File: config.mk
export PLATFORM = sky130hd
export DESIGN_NAME = lsu_credit_arbiter
export DESIGN_NICKNAME = d
export VERILOG_FILES = /design/src/rtl/lsu_credit_arbiter_pkg.sv /design/src/rtl/lsu_credit_arbiter_rr_arbiter.sv /design/src/rtl/lsu_credit_arbiter.sv
export SDC_FILE = /design/constraint.sdc
export NUM_CORES = 1
export LEC_CHECK = 0
export ABC_AREA = 1
export CAP_MARGIN = 20
export CORE_ASPECT_RATIO = 0.75
export CORE_MARGIN = 10
export CORE_UTILIZATION = 30
export CTS_BUF_LIST = sky130_fd_sc_hd__clkbuf_8
export CTS_CLUSTER_DIAMETER = 80
export DETAILED_ROUTE_END_ITERATION = 16
export PLACE_DENSITY = 0.67
export SLEW_MARGIN = 15
export SYNTH_ARGS = -nofsm -noshare
export SYNTH_HDL_FRONTEND = slang
export SYNTH_SLANG_ARGS = --single-unit
File: constraint.sdc
create_clock -name clk -period 3.95 [get_ports clk]
set_input_delay 0.79 -clock clk [delete_from_list [all_inputs] [get_ports clk]]
set_output_delay 0.79 -clock clk [all_outputs]
set_load 0.1 [all_outputs]
File: src/rtl/lsu_credit_arbiter_pkg.sv
// Shared helpers for the LSU credit arbiter slice.
// Holds no types; only width helpers used by parameter defaults.
package lsu_credit_arbiter_pkg;

  function automatic int idx_width(input int n);
    return (n > 1) ? $clog2(n) : 1;
  endfunction

endpackage

File: src/rtl/lsu_credit_arbiter_rr_arbiter.sv
// Round-robin arbiter: priority starts one past the last grant.
// The pointer register moves only when the caller accepts the grant.
module rr_arbiter
  import lsu_credit_arbiter_pkg::*;
#(
  parameter  int NUM_REQS = 4,
  localparam int SEL_W    = idx_width(NUM_REQS)
) (
  input  logic                clk,
  input  logic                reset,
  input  logic [NUM_REQS-1:0] requests,
  input  logic                enable,
  output logic [NUM_REQS-1:0] grant_onehot,
  output logic [SEL_W-1:0]    grant_index,
  output logic                grant_valid
);

  logic [SEL_W-1:0] r_last;

  always_comb begin
    grant_onehot = '0;
    grant_index  = '0;
    grant_valid  = 1'b0;
    for (int off = 1; off <= NUM_REQS; off++) begin
      if (!grant_valid && requests[(int'(r_last) + off) % NUM_REQS]) begin
        grant_valid = 1'b1;
        grant_index = SEL_W'((int'(r_last) + off) % NUM_REQS);
        grant_onehot[(int'(r_last) + off) % NUM_REQS] = 1'b1;
      end
    end
  end

  // Reset value makes requester 0 the first in priority order.
  always_ff @(posedge clk or posedge reset) begin
    if (reset) begin
      r_last <= SEL_W'(NUM_REQS - 1);
    end else if (enable && grant_valid) begin
      r_last <= grant_index;
    end
  end

endmodule

File: src/rtl/lsu_credit_arbiter.sv
// Credit-gated round-robin front end for one LSU slice: one grant per
// cycle into a registered output stage, one credit back per response.
module lsu_credit_arbiter
  import lsu_credit_arbiter_pkg::*;
#(
  parameter int NUM_REQS    = 4,
  parameter int DATA_WIDTH  = 64,
  parameter int MAX_CREDITS = 8,
  parameter int SEL_WIDTH   = idx_width(NUM_REQS),
  parameter int CNT_WIDTH   = $clog2(MAX_CREDITS + 1)
) (
  input  logic                           clk,
  input  logic                           reset,
  input  logic [NUM_REQS-1:0]            req_valid,
  input  logic [NUM_REQS*DATA_WIDTH-1:0] req_data,
  output logic [NUM_REQS-1:0]            req_ready,
  output logic                           out_valid,
  output logic [DATA_WIDTH-1:0]          out_data,
  output logic [SEL_WIDTH-1:0]           out_sel,
  input  logic                           out_ready,
  input  logic                           rsp_done,
  output logic [CNT_WIDTH-1:0]           credits,
  output logic                           idle
);

  localparam logic [CNT_WIDTH-1:0] LP_MAX = CNT_WIDTH'(MAX_CREDITS);
  localparam logic [CNT_WIDTH-1:0] LP_ONE = CNT_WIDTH'(1);

  logic                  w_can_issue;
  logic                  w_grant;
  logic                  w_arb_valid;
  logic [NUM_REQS-1:0]   w_onehot;
  logic [SEL_WIDTH-1:0]  w_idx;

  logic [CNT_WIDTH-1:0]  r_credits;
  logic                  r_out_valid;
  logic [DATA_WIDTH-1:0] r_out_data;
  logic [SEL_WIDTH-1:0]  r_out_sel;

  // Reset term keeps req_ready low for the whole time reset is held.
  assign w_can_issue = !reset && (r_credits != '0) && (!r_out_valid || out_ready);
  assign w_grant     = w_can_issue && w_arb_valid;
  assign req_ready   = w_can_issue ? w_onehot : '0;

  rr_arbiter #(
    .NUM_REQS (NUM_REQS)
  ) u_rr_arbiter (
    .clk          (clk),
    .reset        (reset),
    .requests     (req_valid),
    .enable       (w_can_issue),
    .grant_onehot (w_onehot),
    .grant_index  (w_idx),
    .grant_valid  (w_arb_valid)
  );

  // Grant and response in the same cycle cancel; an extra response at full
  // credit is dropped so the counter never exceeds MAX_CREDITS.
  always_ff @(posedge clk or posedge reset) begin
    if (reset) begin
      r_credits <= LP_MAX;
    end else if (w_grant && !rsp_done) begin
      r_credits <= r_credits - LP_ONE;
    end else if (!w_grant && rsp_done && (r_credits != LP_MAX)) begin
      r_credits <= r_credits + LP_ONE;
    end
  end

  always_ff @(posedge clk or posedge reset) begin
    if (reset) begin
      r_out_valid <= 1'b0;
      r_out_data  <= '0;
      r_out_sel   <= '0;
    end else if (w_grant) begin
      r_out_valid <= 1'b1;
      r_out_data  <= req_data[int'(w_idx)*DATA_WIDTH +: DATA_WIDTH];
      r_out_sel   <= w_idx;
    end else if (out_ready) begin
      r_out_valid <= 1'b0;
    end
  end

  assign out_valid = r_out_valid;
  assign out_data  = r_out_data;
  assign out_sel   = r_out_sel;
  assign credits   = r_credits;
  assign idle      = (r_credits == LP_MAX) && !r_out_valid;

`ifndef SYNTHESIS
  always @(posedge clk) begin
    if (!reset) begin
      assert (!(rsp_done && (r_credits == LP_MAX)))
        else $error("rsp_done returned a credit while all credits were available");
    end
  end
`endif

endmodule

==> flow_metrics.tcl, run 1 <==
set metrics [dict create \
    outcome "finished, final reports clean" \
    synthCells 1001 \
    first_pass_iters 5 \
    r2r_slack_ns 0.72 \
    startpoint_type "flip-flop" \
    yosys_warnings 0 \
    cts_made_buffers 9 \
    fin_nets 1584 \
    fp.dieArea_um2 26400 \
    groute.usage.overall_pct 18.2 \
    wl_met1_mm 10.8 \
    place_ws_ns 0.502 \
    area_delta_synth_final_pct 63.2 \
    drive_gt1_share_pct 6.70 \
    period_minus_slack_ns 3.72 \
    arrival_ns 2.93 \
    hp-start "out_data[57]" \
    slew_headroom_pct 25.5 \
    hold_class "reg2reg" \
    syn_nets 1276 \
    clk_pin_slew_ns 0.08 \
    skew_ns 0.0130 \
    fin_crit_sh_pct 94.1 \
    ys_async_sr_fraction_pct 100 \
    cts_max_level 3 \
    antenna_found_initial 1 \
    wl_per_cell_um 16.0 \
    num_vias 7206 \
    final_antenna_net_count 0 \
    grt_setup_unrepaired "false" \
    start_util_pct 30.3 \
    die_height_um 143 \
    tns_ns 0 \
    fmaxAchievable_ghz 0.269 \
    synth-seq-cells 73 \
    synth_area_leaders "dfrtp_1 29%, nand2_1 20%, nand3_1 17%" \
    synth_top_area_share_pct 28.8 \
    dp_hpwl_mm 19.6 \
    ys_seq_area_share_pct 30.1 \
    crit_required_ns 3.16 \
    num_io_pins 340 \
    routed.top_layer "met4" \
    maxSlewViolCount 0 \
    crit_fanout 15 \
    synthFlopType "dfrtp_1" \
    drtIter0Drc 408 \
    cap_violations 0 \
    overflow 0 \
    setup_violations 0 \
    synth_top_area_cell "dfrtp_1" \
    post-route-cell-area_um2 9930 \
    tightest_slew_ns 1.11 \
    placed_cell_area_um2 9720 \
    grt_first_pass_wirelength_mm 38.1 \
    ys_types 33 \
    cts_sinks 73 \
    place.port_buffers 339 \
    r2r_start "u_rr_arbiter.r_last[0]" \
    min_path_cells 2 \
    core_um2 20100 \
    seqCellArea_um2 1830 \
    die_w_um 184 \
    wl_met2_mm 11.9 \
    place_congestion 0.860 \
    r2r_end "credits[3]" \
    cts_root_buf "clkbuf_8" \
    ctsHoldBuffers 0 \
    nFillCells 2053 \
    worst_slack_ns 0.234 \
    viasPerCell 4.58 \
    r2r_cells 16 \
    synth_edf_count 0 \
    cts.path.max_buffers 2 \
    worstSetupPathType "reg2out" \
    routed_wl_mm 25.2 \
    syn_area_um2 6090 \
    cp-end-kind "output pin" \
    grt_start_max_net_pins 85 \
    worstHoldEndpoint "out_data[57]" \
    drc 0 \
    post_cts_buffers 0 \
    tritoncts "yes" \
    wl_met3_mm 2.17 \
    synth_area_per_cell_um2 6.08 \
    grt_pass1_vias 6824 \
    std_cell_rows 45 \
    finalHoldViolCount 0 \
    multi_input_area_um2 3160 \
    clk_latency_ns 0.36 \
]
[cells in the final DEF, fill, tap and decap left out, types with 3 or more instances in the layout]
| cell type | n |
|---|---|
| buf_4 | 12 |
| nand2_1 | 329 |
| clkbuf_8 | 10 |
| o211ai_1 | 34 |
| nand3_1 | 201 |
| inv_1 | 211 |
| ha_1 | 10 |
| clkdlybuf4s50_1 | 334 |
| or2_2 | 34 |
| buf_12 | 7 |
| nand2_2 | 4 |
| nor2_1 | 9 |
| a22oi_1 | 3 |
| inv_2 | 3 |
| a21oi_1 | 3 |
| o21ai_0 | 11 |
| dfrtp_1 | 70 |
[Yosys cell counts, types with 2 or more instances]
cell type	n
buf_4	7
buf_2	29
buf_6	3
ha_1	10
nand4_1	2
nor2_2	2
xor2_1	2
dfstp_2	3
nand2_2	3
clkbuf_1	16
dfrtp_1	70
a22oi_1	3
inv_2	3
o21ai_0	11
o211ai_1	34
nand3_2	2
inv_1	212
or2_2	34
nand3_1	201
nor2_1	9
a21oi_1	3
buf_1	2
nand2_1	330
[layer usage]
layer	track usage, %	up-vias
met2	30.0	208
met4	3.61	0
li1	-	3683
met5	0	-
met1	23.1	3298
met3	5.65	17
[cell type report]
type	count	area share [%]
Clock inverter	6	0.655
Inverter	215	8.16
Clock buffer	10	1.39
Timing Repair Buffer	354	36.3
Sequential cell	73	18.5
Multi-Input combinational cell	656	31.8
Tap cell	258	3.25
Antenna cell	1	0.0252
[timing repair]
item                                   in CTS  in global routing
gates resized for setup                     0                  1
setup endpoints to repair                   0                  2
endpoints found under the hold margin       0                  0
[worst max-delay path by stage]
| stage | startpoint | end | slack, ns | cells past startpoint |
|---|---|---|---|---|
| final | u_rr_arbiter.r_last[0] | req_ready[1] | 0.23 | 11 |
| after detailed placement | reset | credits[3] | 0.50 | 13 |
| after global placement | reset | credits[3] | 0.58 | 13 |
| after floorplan | reset | req_ready[0] | 0.29 | 5 |
| after CTS | u_rr_arbiter.r_last[0] | req_ready[1] | 0.16 | 11 |
| after global routing | u_rr_arbiter.r_last[0] | req_ready[1] | 0.02 | 11 |
[worst max-delay path, cell delays in order, from the launching register on]
cell	delay [ns]
dfstp_4	0.72
inv_2	0.15
ha_1	0.42
inv_1	0.11
nand2_2	0.11
nand2_4	0.08
nor3_1	0.24
nand3_1	0.18
o21ai_0	0.18
nand2_1	0.08
inv_1	0.12
buf_12	0.18
[stage by stage]
step / instances / utilization, % / hold slack (ns)
6_report: 1573 / 49.4 / 0.483
5_1_grt: 1573 / 49.4 / 0.504
4_1_cts: 1572 / 49.4 / 0.488
3_5_place_dp: 1556 / 48.4 / 0.465
3_3_place_gp: 1555 / 48.2 / 0.463
2_1_floorplan: 1001 / - / 0.675
[cells by family (layout without fill, tap and decap cells)]
family,count (synthesis),in the layout,synth area share (%)
flops,73,73,30.1
fa+ha+maj,11,11,2.38
simple gates,587,587,42.8
buf+inv,272,585,18.2
xor+xnor,3,3,0.432
compound gates,55,55,6.15
other cells,0,1,0
[state kept, by name (all words and copies together) (netlist names)]
signal and flops:
credits 4, out_valid 1, out_data 64, out_sel 2
u_rr_arbiter.r_last 2
Power of run 1 is not shown: default switching activity piles up to over one toggle a cycle in this logic, so the estimate is an artifact.
==> run 2, diff against run 1 <==
--- a/config.mk
+++ b/config.mk
@@ -11,7 +11,7 @@
 export CORE_MARGIN = 10
 export CORE_UTILIZATION = 30
 export CTS_BUF_LIST = sky130_fd_sc_hd__clkbuf_8
-export CTS_CLUSTER_DIAMETER = 80
+export CTS_CLUSTER_SIZE = 24
 export DETAILED_ROUTE_END_ITERATION = 16
 export PLACE_DENSITY = 0.67
 export SLEW_MARGIN = 15
==> results of run 2 <==
No change in the layout: final DEF, timing and power equal those of run 1.
Power of run 2 is left out for the same reason.
==> run 3, diff against run 2 <==
--- a/config.mk
+++ b/config.mk
@@ -7,7 +7,6 @@
 export LEC_CHECK = 0
 export ABC_AREA = 1
 export CAP_MARGIN = 20
-export CORE_ASPECT_RATIO = 0.75
 export CORE_MARGIN = 10
 export CORE_UTILIZATION = 30
 export CTS_BUF_LIST = sky130_fd_sc_hd__clkbuf_8
==> run 3 against run 2 <==
Effect of this change:
- non-clock buffer count increased by 5
- sequential cell count did not move
- via count up 0.82%
- clock skew shrank 0.0020 ns
- first-iteration DRC count up 16%
- routed wire length rose by 1.4%
- clock-buffer cell count is 1 lower
- sequential share of layout area shrank 0.097 points
- cell count increased by 1.1%
- utilization grew 0.25 points
- critical path type unchanged
==> flow_metrics.tcl, run 3 (synthesized netlist as in run 1, its figures left out) <==
set metrics [dict create \
    worstSetupPathType "reg2out" \
    fmaxAchievable_ghz 0.270 \
    tightest_slew_ns 1.07 \
    startpoint_type "flip-flop" \
    std_cell_rows 52 \
    final_cell_mix "334 x clkdlybuf4s50_1, 329 x nand2_1, 213 x inv_1" \
    multi_input_area_um2 3160 \
    maxSlewViolCount 0 \
    seqCellArea_um2 1830 \
    fp.dieArea_um2 26400 \
    setup_violations 0 \
    slew_headroom_pct 28.4 \
    hold_class "reg2reg" \
    period_minus_slack_ns 3.71 \
    grt_pass1_vias 7301 \
    final_common_cell "clkdlybuf4s50_1" \
    first_pass_iters 5 \
    arrival_ns 2.92 \
    cp-end-kind "output pin" \
    cts_root_buf "clkbuf_8" \
    die_height_um 162 \
    wl_per_cell_um 16.1 \
    overflow 0 \
    outcome "finished, final reports clean" \
    grt_first_pass_wirelength_mm 39.5 \
    num_io_pins 340 \
    crit_required_ns 3.16 \
    cts_max_level 3 \
    dp_hpwl_mm 20.5 \
    groute.usage.overall_pct 18.7 \
    cap_violations 0 \
    fin_crit_sh_pct 93.8 \
    clk_latency_ns 0.36 \
    die_w_um 162 \
    clk_pin_slew_ns 0.08 \
    viasPerCell 4.57 \
    finalHoldViolCount 0 \
    antenna_found_initial 1 \
    tritoncts "yes" \
    cts.path.max_buffers 2 \
    cts_sinks 73 \
    post_cts_buffers 0 \
    nFillCells 1986 \
    routed_wl_mm 25.6 \
    skew_ns 0.0110 \
    grt_start_max_net_pins 59 \
    fin_nets 1589 \
    num_vias 7265 \
    final_antenna_net_count 0 \
    place.port_buffers 339 \
    drc 0 \
    start_util_pct 30.3 \
    place_congestion 0.901 \
    core_um2 20100 \
    tns_ns 0 \
    cts_made_buffers 9 \
    drive_gt1_share_pct 6.90 \
    largest_register_ffs 64 \
    crit_fanout 15 \
    area_delta_synth_final_pct 64.1 \
    drtIter0Drc 472 \
    grt_setup_unrepaired "false" \
]
## run 3: cell types whose count changed in the layout (fill, tap and decap cells not counted)
cell        change
clkbuf_8        -1
buf_12          +1
clkinv_4        -1
buf_16          -1
buf_4           +5
bufinv_16       +1
inv_1           +2
clkinvlp_4      -1
## run 3: path summary, 6_finish.rpt
path | slack, ns | to | cells past startpoint | startpoint
max | 0.24 | req_ready[1] | 11 | u_rr_arbiter.r_last[0]
min | 0.48 | out_data[39] | 2 | out_data[39]
max reg2reg | 0.61 | credits[3] | 15 | u_rr_arbiter.r_last[0]
min reg2reg | 0.48 | out_data[39] | 2 | out_data[39]
max in group asynchronous | 2.02 | out_data[39] | 4 | reset
min in group asynchronous | 0.86 | out_data[38] | 3 | reset
## run 3: routing by layer
metal / part of all wire, % / wire [µm] / GRT usage (%)
met1: 40 / 10200 / 21.6
met2: 48 / 12300 / 31.8
met3: 9.8 / 2510 / 6.37
met4: 1.8 / 462 / 5.58
met5: 0 / 0 / 0
## run 3: layout make-up
type | count | area share, %
Antenna cell | 1 | 0.0251
Clock buffer | 9 | 1.24
Clock inverter | 7 | 0.865
Inverter | 215 | 8.12
Multi-Input combinational cell | 656 | 31.6
Sequential cell | 73 | 18.4
Tap cell | 270 | 3.38
Timing Repair Buffer | 359 | 36.4
## run 3: through the flow
step                      setup slack [ns]  instance area (µm²)  std cells  hold slack [ns]  util [%]
after floorplan                      0.288                 6090       1001            0.675         -
final                                0.245                 9990       1590            0.482      49.7
after global routing                0.0231                 9990       1590            0.517      49.7
after detailed placement             0.491                 9770       1573            0.466      48.6
after global placement               0.548                 9770       1573            0.461      48.6
after CTS                            0.227                 9980       1589            0.487      49.6
## run 3: critical path, stage by stage, from the launching register on
cell and delay [ns]:
dfstp_4 0.71, inv_2 0.15, ha_1 0.42, inv_1 0.11, nand2_2 0.11, nand2_4 0.07
nor3_1 0.27, nand3_1 0.18, o21ai_0 0.18, nand2_1 0.07, inv_1 0.09, buf_12 0.18
## run 3: timing repair
| item | CTS | global route |
|---|---|---|
| hold buffers | 0 | 0 |
| setup endpoints to repair | 0 | 2 |
| resized for setup | 0 | 1 |
Power of run 3 is left out for the same reason.
